<file path="config.mk">
export PLATFORM = sky130hd
export DESIGN_NAME = pc_fetch_ctrl
export DESIGN_NICKNAME = d
export VERILOG_FILES = /design/src/rtl/pc_fetch_pkg.sv /design/src/rtl/pc_fetch_skid.sv /design/src/rtl/pc_fetch_ctrl.sv
export SDC_FILE = /design/constraint.sdc
export NUM_CORES = 1
export LEC_CHECK = 0
export ABC_AREA = 1
export ABC_CLOCK_PERIOD_IN_PS = 6480
export BUFFER_PORTS_ARGS = -buffer_cell sky130_fd_sc_hd__clkbuf_2
export CAP_MARGIN = 20
export CORE_MARGIN = 8
export CORE_UTILIZATION = 56
export CTS_CLUSTER_SIZE = 28
export DETAILED_ROUTE_END_ITERATION = 8
export PLACE_DENSITY = 0.84
export SLEW_MARGIN = 0
export SYNTH_ARGS = -nofsm -noshare
export SYNTH_HDL_FRONTEND = slang
export SYNTH_HIERARCHICAL = 1
export SYNTH_SLANG_ARGS = --single-unit
</file>
<file path="constraint.sdc">
create_clock -name clock -period 6.48 [get_ports clock]
set_clock_uncertainty 0.2 [all_clocks]
set_input_delay 0.972 -clock clock [delete_from_list [all_inputs] [get_ports clock]]
set_output_delay 0.972 -clock clock [all_outputs]
set_load 0.01 [all_outputs]
</file>
<file path="src/rtl/pc_fetch_pkg.sv">
// Shared widths, reset PC and fetch FSM encoding for the program-counter fetch controller.
package pc_fetch_pkg;

    localparam int PC_W = 12;
    localparam int INSN_W = 32;
    localparam logic [PC_W-1:0] RESET_PC = 12'h000;

    typedef enum logic [1:0] {
        IDLE = 2'd0,
        RUN  = 2'd1,
        HALT = 2'd2
    } state_e;

endpackage

</file>
<file path="src/rtl/pc_fetch_skid.sv">
// One-entry skid register holding {insn, pc} while decode is stalled.
module pc_fetch_skid #(
    parameter int PC_W   = pc_fetch_pkg::PC_W,
    parameter int INSN_W = pc_fetch_pkg::INSN_W
) (
    input  logic              clock,
    input  logic              reset,
    input  logic              load_i,
    input  logic              drain_i,
    input  logic              flush_i,
    input  logic [INSN_W-1:0] insn_i,
    input  logic [PC_W-1:0]   pc_i,
    output logic              full_o,
    output logic [INSN_W-1:0] insn_o,
    output logic [PC_W-1:0]   pc_o
);

    logic              full_q;
    logic [INSN_W-1:0] insn_q;
    logic [PC_W-1:0]   pc_q;

    // Flush wins over a simultaneous load so a redirected response never lingers.
    always_ff @(posedge clock or posedge reset) begin
        if (reset) begin
            full_q <= 1'b0;
            insn_q <= '0;
            pc_q   <= '0;
        end else if (flush_i) begin
            full_q <= 1'b0;
        end else if (load_i) begin
            full_q <= 1'b1;
            insn_q <= insn_i;
            pc_q   <= pc_i;
        end else if (drain_i) begin
            full_q <= 1'b0;
        end
    end

    assign full_o = full_q;
    assign insn_o = insn_q;
    assign pc_o   = pc_q;

endmodule

</file>
<file path="src/rtl/pc_fetch_ctrl.sv">
// PC owner and fetch-to-decode handshake with skid buffer and redirect flush.
// Define PC_WRAP_TRAP_EN to halt fetch (sticky wrap_err) after fetching the last PC.
module pc_fetch_ctrl #(
    parameter int              PC_W     = pc_fetch_pkg::PC_W,
    parameter int              INSN_W   = pc_fetch_pkg::INSN_W,
    parameter logic [PC_W-1:0] RESET_PC = pc_fetch_pkg::RESET_PC
) (
    input  logic              clock,
    input  logic              reset,
    output logic              imem_req,
    output logic [PC_W-1:0]   imem_addr,
    input  logic [INSN_W-1:0] imem_q,
    input  logic              redirect_valid,
    input  logic [PC_W-1:0]   redirect_target,
    output logic              fd_valid,
    input  logic              fd_ready,
    output logic [INSN_W-1:0] fd_insn,
    output logic [31:0]       fd_pc,
    output logic [31:0]       fd_pc_plus1,
    output logic              wrap_err
);
    import pc_fetch_pkg::*;

    state_e            state_q, state_d;
    logic [PC_W-1:0]   pc_q, inflight_pc_q, fd_pc_q, fd_pc_inc;
    logic              inflight_q, fd_valid_q;
    logic [INSN_W-1:0] fd_insn_q, skid_insn;
    logic [PC_W-1:0]   skid_pc;
    logic              skid_full, skid_load, skid_drain, stall, out_free;

    assign stall    = fd_valid_q & ~fd_ready;
    assign out_free = ~fd_valid_q | fd_ready;

    always_ff @(posedge clock or posedge reset) begin
        if (reset) state_q <= IDLE;
        else       state_q <= state_d;
    end

    always_comb begin
        state_d = state_q;
        case (state_q)
            IDLE: state_d = RUN;
            RUN: begin
`ifdef PC_WRAP_TRAP_EN
                if (imem_req && pc_q == '1) state_d = HALT;
`endif
            end
            HALT: if (redirect_valid) state_d = RUN;
            default: state_d = IDLE;
        endcase
    end

    always_comb begin
        imem_req = 1'b0;
        wrap_err = 1'b0;
        case (state_q)
            RUN: imem_req = ~redirect_valid & ~skid_full & ~(inflight_q & stall);
`ifdef PC_WRAP_TRAP_EN
            HALT: wrap_err = 1'b1;
`endif
            default: ;
        endcase
    end

    // A response that cannot reach the stalled output register parks in the skid.
    assign skid_load  = ~redirect_valid & inflight_q & stall;
    assign skid_drain = ~redirect_valid & fd_valid_q & fd_ready;

    pc_fetch_skid #(.PC_W(PC_W), .INSN_W(INSN_W)) u_skid (
        .clock   (clock),
        .reset   (reset),
        .load_i  (skid_load),
        .drain_i (skid_drain),
        .flush_i (redirect_valid),
        .insn_i  (imem_q),
        .pc_i    (inflight_pc_q),
        .full_o  (skid_full),
        .insn_o  (skid_insn),
        .pc_o    (skid_pc)
    );

    always_ff @(posedge clock or posedge reset) begin
        if (reset) begin
            pc_q          <= RESET_PC;
            inflight_q    <= 1'b0;
            inflight_pc_q <= '0;
            fd_valid_q    <= 1'b0;
            fd_insn_q     <= '0;
            fd_pc_q       <= '0;
        end else begin
            inflight_q <= imem_req;
            if (imem_req) inflight_pc_q <= pc_q;

            if (redirect_valid) pc_q <= redirect_target;
            else if (imem_req)  pc_q <= pc_q + PC_W'(1);

            // Skid content is older than any arriving response, so it goes out first.
            if (redirect_valid) begin
                fd_valid_q <= 1'b0;
            end else if (out_free) begin
                if (skid_full) begin
                    fd_valid_q <= 1'b1;
                    fd_insn_q  <= skid_insn;
                    fd_pc_q    <= skid_pc;
                end else if (inflight_q) begin
                    fd_valid_q <= 1'b1;
                    fd_insn_q  <= imem_q;
                    fd_pc_q    <= inflight_pc_q;
                end else begin
                    fd_valid_q <= 1'b0;
                end
            end
        end
    end

    assign fd_pc_inc   = fd_pc_q + PC_W'(1);
    assign imem_addr   = pc_q;
    assign fd_valid    = fd_valid_q;
    assign fd_insn     = fd_insn_q;
    assign fd_pc       = {{(32-PC_W){1'b0}}, fd_pc_q};
    assign fd_pc_plus1 = {{(32-PC_W){1'b0}}, fd_pc_inc};

endmodule

</file>
==> results <==
- For this block, the initial DRC count from the detailed router was between 300 and 400.
- For this configuration, the core starts out at a cell density of ~56%.
- In this run, synthesis produced a sequential element count of approximately 120.
- The area occupied by multi-input gates is approximately 2500 um2.
- The worst path uses about half of the clock period.
- The die height is 120 um.
- The number of violations of the max-capacitance limit is 0.
- The number of failing hold endpoints at the final stage is 0.
- Setup total negative slack on the finished layout was measured at 0 ns.
- Setup violations remaining at the end of the flow were counted as 0.
- Setup repair after global routing left no endpoint under its margin.
- In this run, post-CTS hold repair placed 0 buffers.
- Dividing the synthesized area by the synthesized cell count gives between 8 and 9 um2.
- The post-CTS setup buffer count is 0.
- The flip-flop and latch area is 2900 um2.
- Input and output buffers added on the ports amount to roughly 120.
- Fill cells in the final layout number approximately 910.
- The maximum frequency from static timing analysis is just over 300 MHz.
- The row count is 38.
- The cell area after synthesis is 6020 um2.
- The power per cell area is about 320 nW/um2.
- The flow ran to the end, and the final reports show no timing, DRC or antenna violations.
- The number of gates resized after cts is 0.
- The wire length of the first global-routing pass is roughly 24000 um.
- The die width is 120 um.
- The maximum fanout along the worst path is 20.
- The cell count after synthesis came out at around 700.
- The die covers 14300 um2.
- Of all cell types, the one taking the most synthesized area is sky130_fd_sc_hd__dfrtp_1.
- Wires add up to between 10000 and 15000 um.
- For this run, design rule violations remaining after detail routing come to 0.
- The data arrival time of the worst path is just over 2 ns.
- The final routed wire length divided by cell count is 14.9 um.
- The count of nets left with antenna violations once routing finished came out at 0.
- The overall track demand over capacity in global routing is between 20% and 30%.
- The first detailed-routing pass ran for 5 iterations.
- TritonCTS built the clock tree.
- The minimum period implied by the final worst setup slack is approximately 3.2 ns.
- The clock passes through at most 2 buffers.
- The via count of the first global-routing pass came to between 4000 and 5000.
- The largest net degree at the start of global routing is 72.
- Of the post-synthesis cell area, the dominant cell type holds 48.3%.
- Yosys printed 6 warnings.
- The class of the most critical setup path is input pin to output port.
- The endpoint class of the critical path is an output port.
- The startpoint type of the worst setup path is an input pin.
- Overall power consumption after layout is estimated at about 2.2 mW.
- In this run, synthesis inferred 0 flip-flops with an integrated enable.
- Clock-pin slew was measured on the worst setup and hold paths at roughly 0.060 ns.
- Headroom to the max-slew limit came out at a little under two fifths.
- The H-tree generated during clock tree synthesis spans 4 levels.
- The share of the Yosys chip area taken by registers is between 40% and 50%.
- For this run the aggregate overflow at the end of global routing stands at 0.
- The ratio of cells with drive above 1 in the final layout is approximately a quarter.
- The finished cells cover 6980 um2.
- In the post-synthesis netlist, the biggest area contributors are sky130_fd_sc_hd__dfrtp_1 48%, sky130_fd_sc_hd__nand2_1 17%, sky130_fd_sc_hd__nand3_1 6.6%.
- The static power due to leakage is 3.79 nW.
- The congestion estimate from routability-driven global placement came to between 0.8 and 0.9.
- Using the TritonRoute via totals, the vias-per-cell ratio works out to just over 5.
- IR analysis of the VDD net gives a maximum drop of 0.174 mV.
- The worst hold-check path type is register to register.
- The total placed instance area is around 6400 um2.
- The post-layout net count is 858.
- The wire-length estimate of the detail-placed layout is 9390 um.
- The total via count in the routed design is 4886.
- The library cell used as clock root buffer is sky130_fd_sc_hd__clkbuf_8.
- For this design, the sink count on the clock tree is 116.
- TritonCTS created 17 clock buffers.
- Pin placement for this block handled ~160 I/O pins.
- The total inserted antenna cells is 0.
- For this run, the leading register cell type out of synthesis is sky130_fd_sc_hd__dfrtp_1.
- The clock network latency to the later pin of the worst-skew pair is a little over 0.5 ns.
- Relative to the synthesized area, the layout overhead comes to 16.1%.
- Of all flip-flops after synthesis, the portion carrying an async set or reset was between 90% and 100%.
- The placeable core area is about 11000 um2.
- The post-synthesis cell type count is 29.
- At the pin with the least slew margin, the transition time is 0.948 ns.
- The worst endpoint required time is roughly 5.3 ns.
- The final count of pins violating max slew is 0.
- For flop-to-flop paths, the worst setup slack is 4.22 ns.
- The initial antenna violation count is 0.
==> state kept, by name, summed over array words and instances, names as in the netlist <==
signal         flops
fd_insn           32
u_skid/insn_o     32
fd_pc_q           12
imem_addr         12
inflight_pc_q     12
u_skid/pc_o       12
fd_valid           1
inflight_q         1
state_q            1
u_skid/full_o      1
==> synth_stat cells (3+ instances only) <==
cell / n
sky130_fd_sc_hd__inv_1: 34
sky130_fd_sc_hd__xor2_1: 6
sky130_fd_sc_hd__clkbuf_4: 3
sky130_fd_sc_hd__nor2_1: 17
sky130_fd_sc_hd__nand4_1: 4
sky130_fd_sc_hd__nand3_1: 79
sky130_fd_sc_hd__o21ai_0: 29
sky130_fd_sc_hd__nand2_2: 10
sky130_fd_sc_hd__buf_2: 7
sky130_fd_sc_hd__dfrtp_1: 116
sky130_fd_sc_hd__nand2_1: 274
sky130_fd_sc_hd__nor3_1: 4
sky130_fd_sc_hd__mux2_1: 9
sky130_fd_sc_hd__mux2_2: 32
sky130_fd_sc_hd__buf_6: 14
sky130_fd_sc_hd__buf_4: 45
==> worst max-delay path: stages <==
cell                       delay, ns
sky130_fd_sc_hd__clkbuf_2       0.30
sky130_fd_sc_hd__nor2_4         0.18
sky130_fd_sc_hd__nand2_2        0.10
sky130_fd_sc_hd__nor2_8         0.28
sky130_fd_sc_hd__clkbuf_2       0.19
==> worst paths after layout <==
kind | to | start | depth (start not counted)
max reg2reg | fd_insn[12] | fd_valid | 6
max | imem_req | redirect_valid | 5
min | u_skid/insn_o[28] | u_skid/insn_o[28] | 2
min reg2reg | u_skid/insn_o[28] | u_skid/insn_o[28] | 2
min in group asynchronous | u_skid/insn_o[12] | reset | 2
max in group asynchronous | fd_pc_q[7] | reset | 3
==> where the power goes <==
group	internal (mW)	switching [mW]
combinational	0.148	0.235
sequential	0.832	0.0876
clock	0.588	0.350
==> cell usage in the layout (no fill, tap or decap), drive strengths merged <==
cell      Yosys  routed
clkinv        0       4
nand2       285     285
inv          37      41
o21ai        30      30
mux2         41      41
nand3b        1       1
clkinvlp      0       3
ha            2       2
clkbuf        5     134
nor2         21      21
bufinv        0       3
xor2          6       6
nand3        79      79
buf          67       3
conb          2      42
nor3          5       5
nand4         4       4
dfrtp       116     116
==> cells by family after synthesis <==
family	synth area share (%)
other cells	0.125
fa+ha+maj	0.416
buf+inv	12.0
mux	7.67
flops	48.3
xor+xnor	0.874
simple gates	28.1
compound gates	2.56
==> through the flow <==
step	worst slack (ns)	instances	hold WS (ns)	utilization (%)
2_1_floorplan	3.51	741	0.236	-
3_3_place_gp	3.27	928	0.249	59.8
3_5_place_dp	3.23	928	0.256	59.8
4_1_cts	3.26	959	0.270	65.4
5_1_grt	3.14	960	0.299	65.6
6_report	3.27	960	0.269	65.6
==> metal layers <==
metal,global-route usage (%),up-vias,part of all wire (%)
met1,24.7,2332,43
met4,5.54,0,0.83
met2,34.5,170,50
li1,-,2372,-
met3,6.06,12,6.2
met5,0,-,0
==> cell type report <==
| cell class | instances | share of cell area (%) |
|---|---|---|
| tap | 140 | 2.51 |
| timing repair buffer | 120 | 8.89 |
| inverter | 37 | 2.02 |
| sequential | 116 | 41.6 |
| multi-input combinational | 516 | 36.5 |
| clock buffer | 17 | 5.93 |
| clock inverter | 14 | 2.56 |
Power figures use the tool's default switching activity.
